`config.mk`:
```
export PLATFORM = sky130hd
export DESIGN_NAME = mem_wb_pipe
export DESIGN_NICKNAME = d
export VERILOG_FILES = /design/src/rtl/mem_wb_pipe.sv
export SDC_FILE = /design/constraint.sdc
export NUM_CORES = 1
export LEC_CHECK = 0
export ABC_CLOCK_PERIOD_IN_PS = 4100
export BUFFER_PORTS_ARGS = -buffer_cell sky130_fd_sc_hd__clkbuf_2
export CAP_MARGIN = 20
export CORE_UTILIZATION = 45
export CTS_CLUSTER_DIAMETER = 200
export CTS_CLUSTER_SIZE = 25
export DETAILED_ROUTE_END_ITERATION = 10
export PLACE_DENSITY = 0.66
export SLEW_MARGIN = 20
export SYNTH_ARGS = -nofsm -noshare
export SYNTH_HDL_FRONTEND = slang
export SYNTH_SLANG_ARGS = --single-unit
```
`constraint.sdc`:
```
create_clock -name clk -period 4.1 [get_ports clk]
set_input_delay 0 -clock clk [delete_from_list [all_inputs] [get_ports clk]]
set_output_delay 0 -clock clk [all_outputs]
set_load 0.005 [all_outputs]
```
`src/rtl/mem_wb_pipe.sv`:
```
// MEM/WB pipeline register with a valid/ready handshake, a one-entry skid buffer and a synchronous flush.
// Define MEMWB_FWD_EN to add the fwd_en/fwd_rn/fwd_data forwarding ports, driven from the output register.
module mem_wb_pipe #(
  parameter int DATA_W = 32,
  parameter int RN_W   = 5
) (
  input  logic              clk,
  input  logic              rst,
  input  logic              flush,
  input  logic              in_valid,
  output logic              in_ready,
  input  logic              mwregin,
  input  logic              mm2regin,
  input  logic              mwmemin,
  input  logic [DATA_W-1:0] maluin,
  input  logic [RN_W-1:0]   mrnin,
  input  logic [DATA_W-1:0] diin,
  output logic              out_valid,
  input  logic              out_ready,
  output logic              mwreg,
  output logic              mm2reg,
  output logic              mwmem,
  output logic [DATA_W-1:0] malu,
  output logic [RN_W-1:0]   mrn,
  output logic [DATA_W-1:0] di
`ifdef MEMWB_FWD_EN
  ,
  output logic              fwd_en,
  output logic [RN_W-1:0]   fwd_rn,
  output logic [DATA_W-1:0] fwd_data
`endif
);

  typedef struct packed {
    logic              wreg;
    logic              m2reg;
    logic              wmem;
    logic [DATA_W-1:0] alu;
    logic [RN_W-1:0]   rn;
    logic [DATA_W-1:0] di;
  } beat_t;

  beat_t in_beat;
  beat_t o_q;
  beat_t s_q;
  logic  o_v;
  logic  s_v;
  logic  in_xfer;
  logic  o_load;

  assign in_beat = {mwregin, mm2regin, mwmemin, maluin, mrnin, diin};

  // in_ready comes straight from the skid flag, so it has no path from in_valid or out_ready.
  assign in_ready = !s_v;
  assign in_xfer  = in_valid && !s_v;
  assign o_load   = !o_v || out_ready;

  always_ff @(posedge clk) begin
    // NOTE: non-blocking assignments keep every register sampling pre-edge values, whatever the statement order.
    if (rst) begin
      // NOTE: the data fields are reset as well, so the outputs read zero after reset rather than stale contents.
      o_v <= 1'b0;
      s_v <= 1'b0;
      o_q <= '0;
      s_q <= '0;
    end else if (flush) begin
      o_v <= 1'b0;
      s_v <= 1'b0;
    end else if (o_load) begin
      // The skid entry is older than anything arriving now, so it drains first.
      if (s_v) begin
        o_q <= s_q;
        o_v <= 1'b1;
        s_v <= in_xfer;
        if (in_xfer) s_q <= in_beat;
      end else begin
        o_v <= in_xfer;
        if (in_xfer) o_q <= in_beat;
      end
    end else if (in_xfer) begin
      s_q <= in_beat;
      s_v <= 1'b1;
    end
  end

  // Write-side controls are gated so a bubble never writes the register file or memory.
  assign out_valid = o_v;
  assign mwreg     = o_q.wreg  && o_v;
  assign mm2reg    = o_q.m2reg && o_v;
  assign mwmem     = o_q.wmem  && o_v;
  assign malu      = o_q.alu;
  assign mrn       = o_q.rn;
  assign di        = o_q.di;

`ifdef MEMWB_FWD_EN
  assign fwd_en   = o_v && o_q.wreg && (o_q.rn != '0);
  assign fwd_rn   = o_q.rn;
  assign fwd_data = o_q.m2reg ? o_q.di : o_q.alu;
`endif

endmodule

```
After elaboration in Yosys (flattened, before gate mapping) --
Cells that the tools add are included.
Storage, ports and cells: register bits after elaboration 146, input port bits 77, output and inout port bits 74, logic and storage cells 37
Cells by class: equality and inequality tests 1, multiplexer cells 9, bitwise gates (word level) 1, reduce and logical (&&, ||, !) cells 12
Operator list (count):
- 72-bit two-way mux | 5
- 1-bit logical AND | 4
- 1-bit two-way mux | 4
- 2-bit nonzero test | 2
- 3-bit AND reduction | 1
- 1-bit logical NOT | 2
- 2-bit != test (second input constant) | 1
- 2-bit AND reduction | 1
- 2-bit OR reduction | 1
- 1-bit logical OR | 1
- 1-bit inverter | 1

Depth between registers and ports, before layout --
Gate-level depths: netlist of run 1.
depth in word-level cells 5, mapped depth 7, mapped depth without buffers 3

Worst setup path after synthesis of run 1 --
Ideal clock, no wire load.
kind register -> register, start register s_v, end register o_q (netlist bit di[0]), library setup time 0.081 ns, data arrival time 1.283 ns, data required time 4.019 ns, setup slack 2.736 ns, cell stages (with the launch flop) 8, buffers on the path 4, period minus slack after synthesis 1.364 ns, path through dfxtp_1 > buf_2 > o21ba_1 > buf_6 > and2_1 > buf_6 > buf_6 > a211oi_2
On the way: longest elaborated chain between the ends 4, elaborated cells on any way between the ends 5, those cells by class mux (1); reduce/logical (4)
RTL lines:
- start: declaration | line 47 | logic s_v;
- start signal: assignment | line 74 | s_v <= in_xfer;
- 1-bit logical NOT | line 55 | assign in_xfer = in_valid && !s_v;
- 1-bit logical AND | line 55
- 2-bit nonzero test (no line)
- 3-bit AND reduction (no line)
- end signal: assignment | line 72 | o_q <= s_q;
- end signal: assignment | line 78 | if (in_xfer) o_q <= in_beat;
- end: declaration | line 44 | beat_t o_q;
Parallel ways exist; a longest one is shown, timed or not. A chain may end at the register's enable or synchronous reset.

Worst setup path after layout of run 1 --
start register s_v, end register s_v
On the way: longest elaborated chain between the ends 4, elaborated cells on any way between the ends 5, those cells by class mux (2); reduce/logical (3)
RTL lines:
- 1-bit logical NOT | line 55
- 1-bit logical AND | line 55
- 1-bit two-way mux | line 71 | if (s_v) begin
- 1-bit two-way mux | line 69 | end else if (o_load) begin
Parallel ways exist; a longest one is shown, timed or not.

==> results.md, run 1 <==
- Drt first pass iters: 4
- CTS root buf: clkbuf_16
- Utilization after layout: 0.567
- Leakage power: 3.30 nW
- CTS tree: yes
- Syn_area_per_cell: 10.3 um2
- First-pass GRT wire length: 27,300 um
- H-tree depth: 4
- Sink Count: 146
- Port bufs: 150
- Yosys cell types: 17
- CP top delay family: buffers and inverters
- Peak VDD IR: 306 uV
- Filler Cells Inserted: 1,391
- Num CTS Buffers: 17
- CP max FO: 43
- Die footprint: 17,100 um2
- Final Max Tran Viols: 0
- FF-to-FF path depth: 4
- Crit path cell chain: buf_4 -> nor2_1 -> nor4_1 -> dlygate4sd3_1
- Row cnt: 46
- Max-cap violations: 0
- Crit-path slowest cell: dfxtp_4
- Final period util: 0.614
- Crit path DAT: 2870 ps
- WHS Endpoint: di[9]
- Final Skew: 7.61 ps
- Crit path launch type: register
- Final Net Count: 919
- DRC errors left: 0
- Total grt overflow: 0
- Synthesized net count: 800
- CP required: 4460 ps
- PD cells: 397 nW/um2
- Post-CTS setup buffer count: 0
- R2r endpoint: s_v
- Slew of the pin with the lowest slew margin: 996 ps
- Yosys warnings: 0
- Die X: 131 um
- Layout cells sized above 1: 0.311
- Min-delay src: rst
- Largest net degree at the start of global routing: 143
- Multi-input logic area: 3680 um2
- Hold Path Depth: 2
- RSZ-0062 raised after global routing: false
- Setup-failing EPs final: 0
- Total Wirelength: 17,000 um
- Via/cell ratio: 5.12
- Critical path class: reg2reg
- Vias in the first global route: 5,597
- R2r setup slk: 1580 ps
- Routed via count: 5,481
- Wirelength per Cell: 15.9 um
- Fin Setup TNS: 0 ps
- Routed Antenna Nets: 0
- Netlist Area Pre-Place: 7460 um2
- Register bit total from synthesis: 146
- Initial Utilization: 0.465
- Commonest non-fill, non-tap cell in the layout: clkbuf_2
- Most used cells in the layout excluding fill and tap cells: clkbuf_2, dfxtp_1, mux2i_1, nand2b_1, dlygate4sd3_1
- Clock Path Buffers: 2
- Clk_lat worst skew: 420 ps
- Buf/Inv on CP: 2
- Part of the Yosys area used for sequential elements: 0.392
- Worst min path class: in2reg
- Placer Congestion: 0.710
- Diodes inserted: 0
- DR iter-0 viols: 218
- # IOs: 151
- R2r startpoint: s_v
- GRT Util Overall: 0.207
- Syn Inst Count: 723
- Initial antenna violation count: 0
- Reg clk slew, reported paths: 60 ps
- Endpoints failing hold: 0
- Core ar.: 16,100 um2
- FMAX: 0.397 GHz
- Sequential standard cell area: 2930 um2
- Layout area overhead: 22.0%
- Relative slew margins: 0.336
- HPWL after DPL: 10,200 um
- CP Capture Type: register
- DIE HEIGHT: 131 um
- Critical Path Max Stage Delay: 760 ps
- Status: finished, final reports clean
- Tmin final: 2520 ps
## cell usage after synthesis, drive strengths merged
library cell  number  area (um2)
o21ba              1        10.0
inv                1        3.75
and2               4        25.0
nand2b           145         907
nor4b              1        8.76
nor4               1        6.26
nor2               1        3.75
clkbuf            32         120
a21oi             72         360
a211oi            73         898
buf              102         757
mux2i            144        1440
dfxtp            146        2920
## metal layers
| metal | up-vias | share of wire | GRT usage |
|---|---|---|---|
| met3 | 24 | 0.056 | 0.0582 |
| met2 | 136 | 0.49 | 0.361 |
| met1 | 2649 | 0.44 | 0.240 |
| met5 | - | 0 | 0 |
| li1 | 2672 | - | - |
| met4 | 0 | 0.016 | 0.0764 |
## state kept, by name (all words and copies together) (netlist names)
signal,cells
o_q,3
malu,32
s_v,1
s_q,72
di,32
mrn,5
out_valid,1
## timing repair
item                      4_1_cts  5_1_grt
hold endpoints to repair      146        0
resized for setup               0        0
hold buffers                   75        0
## metrics by stage
step	worst slack, ps	hold WS [ps]	instances	total power [mW]	cell area, um2
floorplan	2740	78.5	723	1.83	7460
global placement	1930	233	964	1.89	7700
detailed placement	1860	242	964	1.90	7700
CTS	1580	224	1071	3.65	9110
global route	1450	265	1071	3.76	9110
finish	1580	214	1071	3.61	9110
## kinds of logic after synthesis
group,Yosys count,share of synthesized area
simple gates,152,0.127
flops,146,0.392
buf+inv,135,0.118
compound gates,146,0.170
mux,144,0.193
## power by group
group / leakage [nW] / internal [mW] / total (mW) / switching [mW]
sequential: 1.19 / 1.47 / 1.51 / 0.0336
combinational: 1.79 / 0.213 / 0.419 / 0.206
clock: 0.321 / 1.09 / 1.69 / 0.597
## layout make-up
| cell class | instances | share of cell area |
|---|---|---|
| Inverter | 1 | 0.000412 |
| Sequential cell | 146 | 0.321 |
| Clock inverter | 7 | 0.0128 |
| Multi-Input combinational cell | 442 | 0.404 |
| Clock buffer | 25 | 0.0589 |
| Tap cell | 216 | 0.0297 |
| Timing Repair Buffer | 234 | 0.173 |
## worst reg2reg max path, delay by kind of cell (launching register included)
kind                   cells  cell delay (ps)
buffers and inverters      2             1350
and+or+nand+nor            2              350
DFF                        1              760
## worst max path at each step
stage / from / to / slack, ps / cells after the start
floorplan: s_v / di[0] / 2740 / 7
global placement: s_v / di[10] / 1930 / 4
detailed placement: s_v / o_q[69] / 1860 / 4
CTS: s_v / s_v / 1580 / 4
global route: s_v / s_v / 1450 / 4
finish: s_v / s_v / 1580 / 4
Note: power is estimated with default switching activity, not from simulation.
==> inputs of run 2 (changes only) <==
--- a/config.mk
+++ b/config.mk
@@ -5,14 +5,14 @@
 export SDC_FILE = /design/constraint.sdc
 export NUM_CORES = 1
 export LEC_CHECK = 0
-export ABC_CLOCK_PERIOD_IN_PS = 4100
+export ABC_CLOCK_PERIOD_IN_PS = 2300
 export BUFFER_PORTS_ARGS = -buffer_cell sky130_fd_sc_hd__clkbuf_2
 export CAP_MARGIN = 20
 export CORE_UTILIZATION = 45
 export CTS_CLUSTER_DIAMETER = 200
 export CTS_CLUSTER_SIZE = 25
 export DETAILED_ROUTE_END_ITERATION = 10
-export PLACE_DENSITY = 0.66
+export PLACE_DENSITY = 0.69
 export SLEW_MARGIN = 20
 export SYNTH_ARGS = -nofsm -noshare
 export SYNTH_HDL_FRONTEND = slang
==> constraint.sdc (replaced) <==
create_clock -name clk -period 2.3 [get_ports clk]
set_input_delay 0 -clock clk [delete_from_list [all_inputs] [get_ports clk]]
set_output_delay 0 -clock clk [all_outputs]
set_load 0.005 [all_outputs]
==> results.md, run 2 (synthesized netlist as in run 1, its figures left out) <==
- Status: finished, final reports clean
- Routed Antenna Nets: 0 (unchanged)
- Endpoints failing hold: 0 (unchanged)
- Buf/Inv on CP: 2 (unchanged)
- Most used cells in the layout excluding fill and tap cells: clkbuf_2, dfxtp_1, mux2i_1, nand2b_1, dlygate4sd3_1
- CP required: 2660 ps (-1800 ps)
- Die X: 131 um (unchanged)
- DR iter-0 viols: 211 (-3.2%)
- Max-cap violations: 0 (unchanged)
- Worst min path class: in2reg
- Core ar.: 16,100 um2 (unchanged)
- Final Max Tran Viols: 0 (unchanged)
- Utilization after layout: 0.570 (+0.00312)
- CTS root buf: clkbuf_16
- Leakage power: 3.29 nW (-0.24%)
- Commonest non-fill, non-tap cell in the layout: clkbuf_2
- GRT Util Overall: 0.207 (about the same)
- Total grt overflow: 0 (unchanged)
- Row cnt: 46 (unchanged)
- Crit path DAT: 2460 ps (-410 ps)
- Via/cell ratio: 5.18 (+1.3%)
- Largest net degree at the start of global routing: 76 (-47%)
- Port bufs: 150 (unchanged)
- Final period util: 0.913 (+0.299)
- Relative slew margins: 0.601 (+0.265)
- Total Wirelength: 17,200 um (+1.4%)
- Min-delay src: rst
- DIE HEIGHT: 131 um (unchanged)
- Largest reg by FF count: s_q
- CTS tree: yes
- # IOs: 151 (unchanged)
- Critical Path Max Stage Delay: 630 ps (-130 ps)
- Num CTS Buffers: 17 (unchanged)
- Max reg flops: 72 (unchanged)
- Reg clk slew, reported paths: 60 ps (about the same)
- Final Net Count: 925 (+0.65%)
- Vias in the first global route: 5,643 (+0.82%)
- Worst setup path startpoint: s_v
- First-pass GRT wire length: 27,400 um (+0.35%)
- DRC errors left: 0 (unchanged)
- CP max FO: 26 (-40%)
- R2r startpoint: s_v
- Initial antenna violation count: 0 (unchanged)
- Sink Count: 146 (unchanged)
- Fin Setup TNS: 0 ps (unchanged)
- Slew of the pin with the lowest slew margin: 598 ps (-398 ps)
- Critical path class: reg2reg
- HPWL after DPL: 10,700 um (+5.0%)
- Die footprint: 17,100 um2 (unchanged)
- Clock Path Buffers: 2 (unchanged)
- PD cells: 672 nW/um2 (+69%)
- Setup-failing EPs final: 0 (unchanged)
- Clk_lat worst skew: 420 ps (about the same)
- CP Capture Type: register
- Layout area overhead: 22.7%
- Crit-path slowest cell: dfxtp_4
- Tmin final: 2100 ps (-416 ps)
- Peak VDD IR: 517 uV (+69%)
- Drt first pass iters: 4 (unchanged)
- H-tree depth: 4 (unchanged)
- Wirelength per Cell: 16.0 um (+0.81%)
- Placed cell count: 970 (+0.62%)
- Final Total Pwr: 6.15 mW (+70%)
- Post-CTS setup buffer count: 0 (unchanged)
- Placer Congestion: 0.738 (+3.9%)
- Finished Layout Cells: 1,077 (+0.56%)
- Layout cells sized above 1: 0.315 (+0.00364)
- Final Skew: 7.45 ps (-0.157 ps)
- Routed via count: 5,581 (+1.8%)
- Initial Utilization: 0.465 (unchanged)
- Diodes inserted: 0 (unchanged)
- Filler Cells Inserted: 1,344 (-3.4%)
- Crit path cell chain: buf_4 -> nor2_1 -> nor4_1 -> dlygate4sd3_1
- Crit path launch type: register
- RSZ-0062 raised after global routing: false
- CP top delay family: buffers and inverters
- FMAX: 0.476 GHz (+20%)
run 2: changes by cell type in the layout (fill, tap and decap cells not counted):
cell / change
clkbuf_16: -1
clkinvlp_4: +6
bufinv_16: -1
buf_4: -1
buf_12: +7
inv_4: +1
clkbuf_1: +1
clkbuf_8: -6
run 2: worst register-to-register path, stage by stage, from the launching register on:
cell and delay [ps]:
dfxtp_4 630, buf_4 500, nor2_1 160, nor4_1 180
dlygate4sd3_1 570
run 2: final timing paths:
| path | slack (ps) | depth (start not counted) | to |
|---|---|---|---|
| worst max-delay path | 200 | 4 | s_v |
| worst min-delay path | 70 | 2 | di[10] |
| worst max register to register | 200 | 4 | s_v |
| worst min register to register | 470 | 2 | s_q[22] |
run 2: per-layer routing:
layer	up-vias	wire [um]	GRT usage
li1	2698	-	-
met1	2700	7810	0.248
met2	156	8370	0.359
met3	27	767	0.0464
met4	0	280	0.0791
met5	-	0	0
run 2: cell type report:
cell class / count / area [um2] / share of cell area
inverter: 1 / 3.75 / 0.000410
clock inverter: 13 / 138 / 0.0150
timing repair buffer: 240 / 1710 / 0.187
multi-input combinational: 442 / 3680 / 0.402
tap: 216 / 270 / 0.0295
sequential: 146 / 2930 / 0.320
clock buffer: 19 / 433 / 0.0473
run 2: metrics by stage:
step	setup WS, ps	hold WS (ps)	area [um2]
after floorplan	936	78.5	7460
after global placement	553	256	7840
after detailed placement	461	251	7840
after CTS	197	64.3	9160
after global routing	96.9	87.7	9160
final	199	72.2	9160
run 2: repair_timing:
item,4_1_cts,5_1_grt
resized for setup,0,0
hold endpoints to repair,145,0
hold buffers,75,0
run 2: where the power goes:
part           internal, mW  total [mW]  switching [mW]
clock                  1.59        2.69            1.10
sequential             2.63        2.69          0.0611
combinational         0.396       0.770           0.374
==> inputs of run 3 (changes only) <==
--- a/config.mk
+++ b/config.mk
@@ -5,7 +5,7 @@
 export SDC_FILE = /design/constraint.sdc
 export NUM_CORES = 1
 export LEC_CHECK = 0
-export ABC_CLOCK_PERIOD_IN_PS = 2300
+export ABC_CLOCK_PERIOD_IN_PS = 1900
 export BUFFER_PORTS_ARGS = -buffer_cell sky130_fd_sc_hd__clkbuf_2
 export CAP_MARGIN = 20
 export CORE_UTILIZATION = 45
==> constraint.sdc (replaced) <==
create_clock -name clk -period 1.9 [get_ports clk]
set_input_delay 0 -clock clk [delete_from_list [all_inputs] [get_ports clk]]
set_output_delay 0 -clock clk [all_outputs]
set_load 0.005 [all_outputs]
==> results.md, run 3 (synthesized netlist as in run 1, its figures left out) <==
- Largest reg by FF count: s_q
- Endpoints failing hold: 0 (unchanged)
- R2r setup slk: 180 ps (-20 ps)
- Total Wirelength: 17,100 um (-0.85%)
- CP required: 2240 ps (-420 ps)
- Layout cells sized above 1: 0.313 (-0.00196)
- Fin Setup TNS: 0 ps (unchanged)
- PD cells: 823 nW/um2 (+22%)
- Reg clk slew, reported paths: 60 ps (about the same)
- Drt first pass iters: 5 (+1)
- Clock Path Buffers: 2 (unchanged)
- Leakage power: 3.32 nW (+0.95%)
- GRT Util Overall: 0.210 (+0.00382)
- Relative slew margins: 0.440 (-0.161)
- Final period util: 0.905 (-0.00852)
- Tmin final: 1720 ps (-382 ps)
- Core ar.: 16,100 um2 (unchanged)
- Row cnt: 46 (unchanged)
- Die footprint: 17,100 um2 (unchanged)
- Initial Utilization: 0.465 (unchanged)
- Hold_ws: 205 ps (+133 ps)
- # IOs: 151 (unchanged)
- Final Total Pwr: 7.56 mW (+23%)
- Via/cell ratio: 5.17 (-0.14%)
- DRC errors left: 0 (unchanged)
- Commonest non-fill, non-tap cell in the layout: clkbuf_2
- Buf/Inv on CP: 1 (-1)
- Status: finished, final reports clean
- PostCTS Resize Cnt: 0 (unchanged)
- Peak VDD IR: 614 uV (+19%)
- Crit path DAT: 2060 ps (-400 ps)
- RSZ-0062 raised after global routing: false
- Final Skew: 7.11 ps (-0.335 ps)
- Setup-failing EPs final: 0 (unchanged)
- Final Net Count: 925 (unchanged)
- Max-cap violations: 0 (unchanged)
- Port bufs: 150 (unchanged)
- DIE HEIGHT: 131 um (unchanged)
- Metal2 WL: 8240 um (-1.5%)
- Crit-path slowest cell: buf_4
- Vias in the first global route: 5,677 (+0.60%)
- Clk_lat worst skew: 420 ps (about the same)
- Initial antenna violation count: 0 (unchanged)
- FF-to-FF path depth: 4 (unchanged)
- Worst min path class: in2reg
- Routed via count: 5,568 (-0.23%)
- Total grt overflow: 0 (unchanged)
- Met3 WL: 761 um (-0.78%)
- CTS root buf: clkbuf_16
- Critical Path Max Stage Delay: 660 ps (+30 ps)
- Wirelength per Cell: 15.9 um (-0.76%)
- Crit path launch type: register
- CP max FO: 72 (+180%)
- Filler Cells Inserted: 1,342 (-0.15%)
- Diodes inserted: 0 (unchanged)
- Hold Path Depth: 4 (+2)
- DR iter-0 viols: 167 (-21%)
- Max reg flops: 72 (unchanged)
- Critical path class: reg2reg
- Routed Antenna Nets: 0 (unchanged)
- Layout area overhead: 23.1%
- Crit path cell chain: o21ba_4 -> buf_4 -> a21oi_1 -> a211oi_2
- Final Max Tran Viols: 0 (unchanged)
- CTS tree: yes
- Largest net degree at the start of global routing: 82 (+7.9%)
- Sink Count: 146 (unchanged)
- Placer Congestion: 0.763 (+3.4%)
- Most used cells in the layout excluding fill and tap cells: clkbuf_2, dfxtp_1, mux2i_1, nand2b_1, dlygate4sd3_1
- FMAX: 0.582 GHz (+22%)
- CP Capture Type: register
- DR top layer: met4
- Die X: 131 um (unchanged)
- WP depth: 4 (unchanged)
- First-pass GRT wire length: 27,700 um (+1.4%)
- HPWL after DPL: 10,500 um (-2.3%)
- H-tree depth: 4 (unchanged)
- Num CTS Buffers: 17 (unchanged)
- M1 WL: 7910 um (+1.3%)
- CP top delay family: buffers and inverters
- Slew of the pin with the lowest slew margin: 840 ps (+242 ps)
## run 3: cell types whose count changed in the layout (fill, tap and decap cells not counted)
| cell | previous run | this run |
|---|---|---|
| clkinvlp_4 | 7 | 2 |
| clkbuf_8 | 0 | 2 |
| clkinv_2 | 2 | 4 |
| buf_12 | 7 | 6 |
| buf_16 | 0 | 1 |
| buf_4 | 8 | 7 |
| bufinv_16 | 2 | 3 |
| dlygate4sd3_1 | 75 | 76 |
| inv_4 | 1 | 0 |
## run 3: what timing repair did
item | in CTS | in global routing
hold endpoints to repair | 146 | 0
setup buffers | 0 | 0
hold buffers | 76 | 0
## run 3: per-stage QoR
step | util | instance area, um2 | cells | worst slack, ps
after detailed placement | 0.488 | 7840 | 969 | 201
after CTS | 0.572 | 9190 | 1076 | 167
after global placement | 0.486 | 7810 | 968 | 26.2
final | 0.572 | 9190 | 1076 | 181
after floorplan | - | 7460 | 723 | 536
after global routing | 0.572 | 9190 | 1076 | 74.7
## run 3: path summary, 6_finish.rpt
path,endpoint,from
max,di[6],s_v
min,out_valid,out_ready
min reg2reg,s_q[24],s_q[24]
max reg2reg,di[6],s_v
## run 3: where the power goes
group,switching (mW),internal [mW],leakage [nW]
combinational,0.454,0.473,1.84
sequential,0.0725,3.18,1.19
clock,1.27,2.12,0.289
## run 3: area by class of cell
type | instances | area (um2) | area share
sequential | 146 | 2930 | 0.318
inverter | 1 | 3.75 | 0.000408
timing repair buffer | 240 | 1720 | 0.187
clock inverter | 10 | 134 | 0.0146
multi-input combinational | 442 | 3680 | 0.400
tap | 216 | 270 | 0.0294
clock buffer | 21 | 460 | 0.0501
## run 3: worst register-to-register path: stages, from the launching register on
cell and delay, ps:
dfxtp_4 380, o21ba_4 150, buf_4 660, a21oi_1 220
a211oi_2 220
## run 3: per-layer routing
layer	GRT usage	vias to the layer above
met5	0	-
li1	-	2702
met1	0.257	2704
met4	0.0568	0
met3	0.0550	15
met2	0.365	147
